<file path="src/rtl/fft72_pkg.sv">
// Shared constants and types for the 72-point (8x9) FFT twiddle stage.
// Pure declarations: no logic and no latency.
package fft72_pkg;

    localparam int FFT_N       = 72;
    localparam int N_ROW       = 8;
    localparam int N_COL       = 9;
    localparam int TW_FRAC     = 10;
    localparam int TW_ADDR_W   = 11;
    localparam int TW_MAX_EXP  = (N_ROW - 1) * (N_COL - 1);
    localparam int ROW_W       = $clog2(N_ROW);
    localparam int COL_W       = $clog2(N_COL);
    localparam int ACC_W       = $clog2(TW_MAX_EXP + 1);

    // Frame position markers carried alongside each sample.
    typedef struct packed {
        logic sof;
        logic eof;
    } frame_tag_t;

    // Raw product width: DW x TWW signed multiply.
    function automatic int prod_width(input int dw, input int tww);
        return dw + tww;
    endfunction

    // Width of the sum/difference of two products before rounding.
    function automatic int sum_width(input int dw, input int tww);
        return dw + tww + 1;
    endfunction

    // Width of the rounded, saturated result.
    function automatic int sat_width(input int dw);
        return dw;
    endfunction

endpackage

</file>
<file path="src/rtl/fft72_twiddle_mult_if.sv">
// Sample-in / sample-out stream and twiddle table lookup bundle.
// Pure wiring: no latency; valid/ready on both streams.
interface fft72_twiddle_mult_if
    import fft72_pkg::*;
#(
    parameter int DW  = 18,
    parameter int TWW = 18
);
    logic                    in_valid;
    logic                    in_ready;
    logic                    in_sof;
    logic signed [DW-1:0]    in_re;
    logic signed [DW-1:0]    in_im;

    logic [TW_ADDR_W-1:0]    tw_addr;
    logic signed [TWW-1:0]   tw_re;
    logic signed [TWW-1:0]   tw_im;

    logic                    out_valid;
    logic                    out_ready;
    logic                    out_sof;
    logic                    out_eof;
    logic signed [DW-1:0]    out_re;
    logic signed [DW-1:0]    out_im;

    // Environment side: sample source, twiddle ROM and sample sink.
    modport master (
        output in_valid, in_sof, in_re, in_im,
        output tw_re, tw_im,
        output out_ready,
        input  in_ready, tw_addr,
        input  out_valid, out_sof, out_eof, out_re, out_im
    );

    // Twiddle multiplier side.
    modport slave (
        input  in_valid, in_sof, in_re, in_im,
        input  tw_re, tw_im,
        input  out_ready,
        output in_ready, tw_addr,
        output out_valid, out_sof, out_eof, out_re, out_im
    );

endinterface

</file>
<file path="src/rtl/fft72_twiddle_mult_cmult.sv">
// Complex multiply with round-half-up and saturation; 2 cycles (product reg, result reg).
// Backpressure: every register holds while en is low.
module cmult_rnd_sat
    import fft72_pkg::*;
#(
    parameter int DW      = 18,
    parameter int TWW     = 18,
    parameter int TW_FRAC = fft72_pkg::TW_FRAC
) (
    input  logic                  clk,
    input  logic                  rst_n,
    input  logic                  en,
    input  logic                  in_vld,
    input  frame_tag_t            in_tag,
    input  logic signed [DW-1:0]  a,
    input  logic signed [DW-1:0]  b,
    input  logic signed [TWW-1:0] wr,
    input  logic signed [TWW-1:0] wi,
    output logic                  out_vld,
    output frame_tag_t            out_tag,
    output logic signed [DW-1:0]  out_re,
    output logic signed [DW-1:0]  out_im
);

    localparam int PW = prod_width(DW, TWW);
    localparam int SW = sum_width(DW, TWW);
    localparam int RW = sat_width(DW);

    localparam logic signed [SW-1:0] SAT_MAX = {{(SW-RW+1){1'b0}}, {(RW-1){1'b1}}};
    localparam logic signed [SW-1:0] SAT_MIN = ~SAT_MAX;
    localparam logic signed [SW-1:0] RND     = {{(SW-TW_FRAC){1'b0}}, 1'b1, {(TW_FRAC-1){1'b0}}};

    logic                 s2_vld;
    frame_tag_t           s2_tag;
    logic signed [PW-1:0] p_ar;
    logic signed [PW-1:0] p_bi;
    logic signed [PW-1:0] p_ai;
    logic signed [PW-1:0] p_br;

    logic signed [SW-1:0] sum_re;
    logic signed [SW-1:0] sum_im;
    logic signed [SW-1:0] sh_re;
    logic signed [SW-1:0] sh_im;

    function automatic logic signed [RW-1:0] sat(input logic signed [SW-1:0] v);
        if (v > SAT_MAX) begin
            return SAT_MAX[RW-1:0];
        end else if (v < SAT_MIN) begin
            return SAT_MIN[RW-1:0];
        end
        return v[RW-1:0];
    endfunction

    always_ff @(posedge clk or negedge rst_n) begin
        if (!rst_n) begin
            s2_vld <= 1'b0;
            s2_tag <= '0;
            p_ar   <= '0;
            p_bi   <= '0;
            p_ai   <= '0;
            p_br   <= '0;
        end else if (en) begin
            s2_vld <= in_vld;
            s2_tag <= in_tag;
            p_ar   <= PW'(a) * PW'(wr);
            p_bi   <= PW'(b) * PW'(wi);
            p_ai   <= PW'(a) * PW'(wi);
            p_br   <= PW'(b) * PW'(wr);
        end
    end

    // One guard bit above the products keeps the sum exact before the shift.
    always_comb begin
        sum_re = $signed({p_ar[PW-1], p_ar}) - $signed({p_bi[PW-1], p_bi}) + RND;
        sum_im = $signed({p_ai[PW-1], p_ai}) + $signed({p_br[PW-1], p_br}) + RND;
        sh_re  = sum_re >>> TW_FRAC;
        sh_im  = sum_im >>> TW_FRAC;
    end

    always_ff @(posedge clk or negedge rst_n) begin
        if (!rst_n) begin
            out_vld <= 1'b0;
            out_tag <= '0;
            out_re  <= '0;
            out_im  <= '0;
        end else if (en) begin
            out_vld <= s2_vld;
            out_tag <= s2_tag;
            out_re  <= sat(sh_re);
            out_im  <= sat(sh_im);
        end
    end

endmodule

</file>
<file path="src/rtl/fft72_twiddle_mult.sv">
// Twiddle multiply for the 8x9 72-point FFT: index tracking, table address, 3-cycle pipeline.
// Backpressure: whole pipe and counters stall while out_valid && !out_ready; in_ready mirrors that.
module fft72_twiddle_mult
    import fft72_pkg::*;
#(
    parameter int DW      = 18,
    parameter int TWW     = 18,
    parameter int TW_FRAC = fft72_pkg::TW_FRAC
) (
    input  logic clk,
    input  logic rst_n,
    fft72_twiddle_mult_if.slave bus
);

    localparam logic [ROW_W-1:0] ROW_LAST = ROW_W'(N_ROW - 1);
    localparam logic [COL_W-1:0] COL_LAST = COL_W'(N_COL - 1);

    logic                    en;
    logic                    in_fire;
    logic                    first;
    logic                    last;

    logic [ROW_W-1:0]        row;
    logic [COL_W-1:0]        col;
    logic [ACC_W-1:0]        acc;

    logic                    s1_vld;
    frame_tag_t              s1_tag;
    logic signed [DW-1:0]    s1_a;
    logic signed [DW-1:0]    s1_b;
    logic signed [TWW-1:0]   s1_wr;
    logic signed [TWW-1:0]   s1_wi;

    logic                    out_vld;
    frame_tag_t              out_tag;
    logic signed [DW-1:0]    out_re;
    logic signed [DW-1:0]    out_im;

    assign en           = !out_vld || bus.out_ready;
    assign in_fire      = bus.in_valid && en;
    assign bus.in_ready = en;

    assign first = bus.in_sof || (row == '0 && col == '0);
    assign last  = !bus.in_sof && row == ROW_LAST && col == COL_LAST;

    // acc always equals row*col for the sample currently at the input.
    assign bus.tw_addr = bus.in_sof ? '0 : TW_ADDR_W'(acc);

    always_ff @(posedge clk or negedge rst_n) begin
        if (!rst_n) begin
            row <= '0;
            col <= '0;
            acc <= '0;
        end else if (in_fire) begin
            if (bus.in_sof) begin
                row <= '0;
                col <= COL_W'(1);
                acc <= '0;
            end else if (col == COL_LAST) begin
                col <= '0;
                acc <= '0;
                row <= (row == ROW_LAST) ? '0 : row + ROW_W'(1);
            end else begin
                col <= col + COL_W'(1);
                acc <= acc + ACC_W'(row);
            end
        end
    end

    always_ff @(posedge clk or negedge rst_n) begin
        if (!rst_n) begin
            s1_vld <= 1'b0;
            s1_tag <= '0;
            s1_a   <= '0;
            s1_b   <= '0;
            s1_wr  <= '0;
            s1_wi  <= '0;
        end else if (en) begin
            s1_vld     <= bus.in_valid;
            s1_tag.sof <= first;
            s1_tag.eof <= last;
            s1_a       <= bus.in_re;
            s1_b       <= bus.in_im;
            s1_wr      <= bus.tw_re;
            s1_wi      <= bus.tw_im;
        end
    end

    cmult_rnd_sat #(
        .DW      (DW),
        .TWW     (TWW),
        .TW_FRAC (TW_FRAC)
    ) u_cmult (
        .clk     (clk),
        .rst_n   (rst_n),
        .en      (en),
        .in_vld  (s1_vld),
        .in_tag  (s1_tag),
        .a       (s1_a),
        .b       (s1_b),
        .wr      (s1_wr),
        .wi      (s1_wi),
        .out_vld (out_vld),
        .out_tag (out_tag),
        .out_re  (out_re),
        .out_im  (out_im)
    );

    assign bus.out_valid = out_vld;
    assign bus.out_sof   = out_tag.sof;
    assign bus.out_eof   = out_tag.eof;
    assign bus.out_re    = out_re;
    assign bus.out_im    = out_im;

endmodule

</file>
<file path="src/flat_wrapper.sv">
// flat-port wrapper written by rule: the top's interface ports become plain ports
module fft72_twiddle_mult_flat import fft72_pkg::*;
#(
    parameter int DW      = 18,
    parameter int TWW     = 18,
    parameter int TW_FRAC = fft72_pkg::TW_FRAC
)
  (clk, rst_n, bus_in_valid, bus_in_sof, bus_in_re, bus_in_im, bus_tw_re, bus_tw_im, bus_out_ready, bus_in_ready, bus_tw_addr, bus_out_valid, bus_out_sof, bus_out_eof, bus_out_re, bus_out_im);
  fft72_twiddle_mult_if #(.DW(DW), .TWW(TWW)) bus_i ();
  input  logic clk;
  input  logic rst_n;
  input wire logic [$bits(bus_i.in_valid)-1:0] bus_in_valid;
  input wire logic [$bits(bus_i.in_sof)-1:0] bus_in_sof;
  input wire logic [$bits(bus_i.in_re)-1:0] bus_in_re;
  input wire logic [$bits(bus_i.in_im)-1:0] bus_in_im;
  input wire logic [$bits(bus_i.tw_re)-1:0] bus_tw_re;
  input wire logic [$bits(bus_i.tw_im)-1:0] bus_tw_im;
  input wire logic [$bits(bus_i.out_ready)-1:0] bus_out_ready;
  output wire logic [$bits(bus_i.in_ready)-1:0] bus_in_ready;
  output wire logic [$bits(bus_i.tw_addr)-1:0] bus_tw_addr;
  output wire logic [$bits(bus_i.out_valid)-1:0] bus_out_valid;
  output wire logic [$bits(bus_i.out_sof)-1:0] bus_out_sof;
  output wire logic [$bits(bus_i.out_eof)-1:0] bus_out_eof;
  output wire logic [$bits(bus_i.out_re)-1:0] bus_out_re;
  output wire logic [$bits(bus_i.out_im)-1:0] bus_out_im;
  assign bus_i.in_valid = bus_in_valid;
  assign bus_i.in_sof = bus_in_sof;
  assign bus_i.in_re = bus_in_re;
  assign bus_i.in_im = bus_in_im;
  assign bus_i.tw_re = bus_tw_re;
  assign bus_i.tw_im = bus_tw_im;
  assign bus_i.out_ready = bus_out_ready;
  assign bus_in_ready = bus_i.in_ready;
  assign bus_tw_addr = bus_i.tw_addr;
  assign bus_out_valid = bus_i.out_valid;
  assign bus_out_sof = bus_i.out_sof;
  assign bus_out_eof = bus_i.out_eof;
  assign bus_out_re = bus_i.out_re;
  assign bus_out_im = bus_i.out_im;
  fft72_twiddle_mult #(.DW(DW), .TWW(TWW), .TW_FRAC(TW_FRAC)) u_core (.clk(clk), .rst_n(rst_n), .bus(bus_i));
endmodule
</file>
<file path="config.mk">
export PLATFORM = sky130hd
export DESIGN_NAME = fft72_twiddle_mult_flat
export DESIGN_NICKNAME = d
export VERILOG_FILES = /design/src/rtl/fft72_pkg.sv /design/src/rtl/fft72_twiddle_mult_if.sv /design/src/rtl/fft72_twiddle_mult_cmult.sv /design/src/rtl/fft72_twiddle_mult.sv /design/src/flat_wrapper.sv
export SDC_FILE = /design/constraint.sdc
export NUM_CORES = 2
export LEC_CHECK = 0
export ABC_CLOCK_PERIOD_IN_PS = 18200
export CORE_MARGIN = 2
export CORE_UTILIZATION = 35
export DETAILED_ROUTE_END_ITERATION = 10
export PLACE_DENSITY = 0.5
export SETUP_SLACK_MARGIN = 0.3
export SYNTH_ARGS = -nofsm -noshare
export SYNTH_HDL_FRONTEND = slang
export SYNTH_SLANG_ARGS = --single-unit
</file>
<file path="constraint.sdc">
create_clock -name clk -period 18.2 [get_ports clk]
set_input_delay 3.64 -clock clk [delete_from_list [all_inputs] [get_ports clk]]
set_output_delay 3.64 -clock clk [all_outputs]
set_load 0.1 [all_outputs]
</file>
Yosys cells after proc, flatten, opt, wreduce, memory -nomap -nowiden
Cells that the tools add are included.
{"block": "totals", "ff_bits": 274, "out_inout_bits": 51, "word_cells": 71}
{"block": "op_classes", "addsub": 7, "multipliers": 4, "n_lt_le_gt_ge": 4, "n_eq_ne": 2, "muxes": 20, "n_reduce_logical": 12}
{"operator": "multiplier 18 x 18 -> 36 bit", "n": 4}
{"operator": "two-way mux 18 bit", "n": 6}
{"operator": "adder 37 x 11 -> 37 bit (second input constant)", "n": 2}
{"operator": "> comparator 27 x 18 -> 1 bit (second input constant)", "n": 2}
{"operator": "less-than comparator 27 x 18 -> 1 bit (second input constant)", "n": 2}
{"operator": "adder 36 x 36 -> 37 bit", "n": 1}
{"operator": "subtractor 36 x 36 -> 37 bit", "n": 1}
{"operator": "two-way mux 6 bit", "n": 3}
{"operator": "two-way mux 3 bit", "n": 3}
{"operator": "two-way mux 4 bit", "n": 2}
{"operator": "adder 6 x 3 -> 6 bit", "n": 1}
{"operator": "two-way mux 1 bit", "n": 6}
{"operator": "adder 4 x 1 -> 4 bit (second input constant)", "n": 1}
{"operator": "== test 4 bit (second input constant)", "n": 1}
{"operator": "logical AND 1 bit", "n": 4}
{"operator": "logical NOT 4 bit", "n": 1}
{"operator": "adder 3 x 1 -> 3 bit (second input constant)", "n": 1}
{"operator": "== test 3 bit (second input constant)", "n": 1}
{"operator": "logical NOT 3 bit", "n": 1}
{"operator": "logical NOT 1 bit", "n": 2}
{"operator": "logical OR 1 bit", "n": 2}
{"operator": "AND reduction 2 bit", "n": 1}
{"operator": "nonzero test 2 bit", "n": 1}

Logic depth before layout (Yosys ltp)
{"block": "depth", "depth_word": 7, "mapped_depth": 30, "depth_no_buf": 28}

By module
A second synthesis with hierarchy kept.
{"block": "unflattened", "hier_cells": 6773, "hier_area_um2": 62715.1}
{"mod": "cmult_rnd_sat", "n_inst": 1, "cells_each": 6360, "area_per_inst_um2": 59004.1, "seq_area_each_um2": 4654.5}
{"mod": "fft72_twiddle_mult", "n_inst": 1, "cells_each": 413, "area_per_inst_um2": 3711.1, "seq_area_each_um2": 2202.1}

Worst setup path after synthesis
OpenSTA, ideal clock, no wires.
{"block": "synth_timing", "path_kind": "input to output", "start": "input bus_out_ready", "end": "output bus_in_ready", "t_arrival_ps": 5510, "required_time_ps": 14560, "path_slack_ps": 9050, "path_stages": 6, "path_buffers": 4, "path_cell_list": "nor2b_1 > clkbuf_1 > clkinv_1 > clkbuf_1 > clkbuf_1 > clkbuf_1"}
{"block": "synth_via", "elab_chain_len": 1}
{"item": "start, declared", "line": "flat_wrapper.sv:18", "rtl": "input wire logic [$bits(bus_i.out_ready)-1:0] bus_out_ready;"}
{"item": "logical OR 1 bit", "line": "fft72_twiddle_mult.sv:39", "rtl": "assign en = !out_vld || bus.out_ready;"}
{"item": "end, declared", "line": "flat_wrapper.sv:19", "rtl": "output wire logic [$bits(bus_i.in_ready)-1:0] bus_in_ready;"}
No other way between the ends.

Worst setup path after layout
Ends and elaborated chain as after synthesis.

==> impl_metrics.ini <==
[timing]
setup_tns_ns = 0
rsz0062_at_grt = no
layout_min_cycle_time_ns = 9.740
fin_skew_ns = 0.05282
slew_headroom_pct = 23.34
worstMarginPinSlew_ns = 1.150
finalSetupViolations = 0
hold_violations = 0
fin_crit_sh_pct = 53.52
max_freq_ghz = 0.1027
drv_slew = 0

[clocking]
path_clk_slew_ns = 0.06
cts_buffers = 42
tritoncts = built
clockRootBuffer = clkbuf_16
post_cts_buffers = 0
clk_latency_ns = 0.67
post_cts_resized = 0
cts.path.max_buffers = 3
cts_max_level = 2
ctsHoldBuffers = 0
clock_sinks = 274

[critical_path]
crit_type = in -> out
endpoint_kind = output pin
cp.arrival_ns = 6.10
crit_fanout = 46
required_ns = 14.56
crit_path_start_kind = primary input

[placed_design]
place_congestion = 0.8151
io_buffer_count = 122
hpwl_um = 122200

[synth]
yosysWarnings = 0
syn_inst = 6917
synth_top_area_share_pct = 42.22
synth_edf_count = 0
avgSynthCellArea_um2 = 9.029
syn_area_um2 = 62450
ys_types = 83
seq_area_frac_synth_pct = 10.98
ys.flop_type = dfrtp_1
synth-seq-cells = 274
yosys-top-cells-count = inv_1, fa_1, nand2_1, and2_1, ha_1
yosysMostFrequentCell = inv_1
async_flop_share_pct = 100.0
synth_top_cell_by_area = fa_1
synth_area_leaders = fa_1, dfrtp_1, ha_1

[status]
status = finished clean

[floorplanning]
ioPinCount = 128
die_area_um2 = 181800
fp.coreArea_um2 = 177800
rows = 155
die_height_um = 426.4
start_util_pct = 35.12
die_w_um = 426.4

[finish]
fin_nets = 8721
drive_gt1_share_pct = 2.981
syn_to_final_growth_pct = 7.799

[global_route]
grt_pass1_wl_um = 264200
grt-ovfl-total = 0
grt_max_degree = 144
grt_pass1_vias = 45320
track_usage_pct = 18.73
antenna_found_initial = 2

[drt]
ant_nets = 0
drtIter0Drc = 2057
via_per_inst = 4.755
wl_um = 163300
vias = 43741
wl_per_cell_um = 17.75
drcViolationCount = 0
drtPass1Iterations = 6

[hold_path]
hold_class = reg -> reg

[flow_run]
drv_cap = 0
==> path summary, 6_finish.rpt <==
kind | startpoint | endpoint | slack [ns] | depth (start not counted)
min reg2reg | u_core.u_cmult.s2_vld | u_core.u_cmult.s2_vld | 0.46 | 2
max reg2reg | u_core.s1_wi[17] | u_core.u_cmult.p_ai[34] | 10.31 | 21
max | bus_out_ready | bus_in_ready | 8.46 | 5
min in group asynchronous | rst_n | u_core.u_cmult.out_im[17] | 3.02 | 1
max in group asynchronous | rst_n | u_core.s1_b[3] | 13.54 | 2
min | u_core.u_cmult.s2_vld | u_core.u_cmult.s2_vld | 0.46 | 2
==> registers in the layout, indices dropped and copies added (netlist names) <==
register and cells:
u_core.u_cmult.out_tag 2, u_core.u_cmult.p_bi 36, u_core.col 4, u_core.s1_tag 2
u_core.u_cmult.p_ai 36, u_core.row 3, u_core.u_cmult.p_br 36, u_core.u_cmult.out_im 18
u_core.u_cmult.s2_tag 2, u_core.u_cmult.s2_vld 1, u_core.s1_a 18, u_core.s1_vld 1
u_core.s1_wi 18, u_core.acc 6, u_core.s1_b 18, u_core.u_cmult.out_vld 1
u_core.u_cmult.p_ar 36, u_core.s1_wr 18, u_core.u_cmult.out_re 18
==> metrics by stage <==
stage	instances	cell area (µm²)	util, %	setup slack, ns	hold slack (ns)
2_1_floorplan	6921	62470	-	9.050	0.4300
3_3_place_gp	9120	65860	37.03	8.430	0.4497
3_5_place_dp	9120	65860	37.03	8.440	0.4517
4_1_cts	9198	67320	37.86	8.435	0.4667
5_1_grt	9199	67320	37.86	8.363	0.4883
6_report	9199	67320	37.86	8.460	0.4611
==> worst max-delay path, cell delays in order <==
cell and delay [ns]:
clkdlybuf4s50_1 0.50, nor2b_4 0.04, buf_4 0.28, inv_8 0.34, clkdlybuf4s50_1 1.25
==> placed cells by master, fill, tap and decap left out, drive strengths merged, types with 65 or more instances in the layout <==
cell type	instances
buf	78
clkdlybuf4s50	120
xor2	65
fa	1317
and2	657
o21ai	149
nand2	986
a21o	76
dfrtp	274
a21oi	187
xnor2	120
inv	1588
nor2	246
ha	518
==> area by class of cell <==
cell class | count | area (µm²)
fill | 18177 | 110500
timing repair buffer | 198 | 1819
antenna | 1 | 2.502
multi-input combinational | 4708 | 48270
tap | 2355 | 2947
inverter | 1585 | 5957
clock buffer | 55 | 1170
clock inverter | 23 | 292.8
sequential | 274 | 6872
==> kinds of logic (layout without fill, tap and decap cells) <==
logic type / after synthesis / in the layout / synth area share, %
other cells: 1 / 6 / 0.006004
compound gates: 599 / 599 / 6.135
fa+ha+maj: 1835 / 1835 / 52.59
flops: 274 / 274 / 10.98
buf+inv: 1939 / 1861 / 11.78
mux: 1 / 1 / 0.01803
xor+xnor: 185 / 185 / 2.594
simple gates: 2083 / 2083 / 15.90
==> layer usage <==
metal / wire [µm] / global-route usage [%]
met2: 77950 / 30.68
met4: 5053 / 5.253
met1: 74710 / 26.39
met5: 7 / 0
met3: 5583 / 1.759
Power is left out: the tool's default activity adds up to more than one toggle a clock period on the data nets, which glitch-free logic cannot reach.
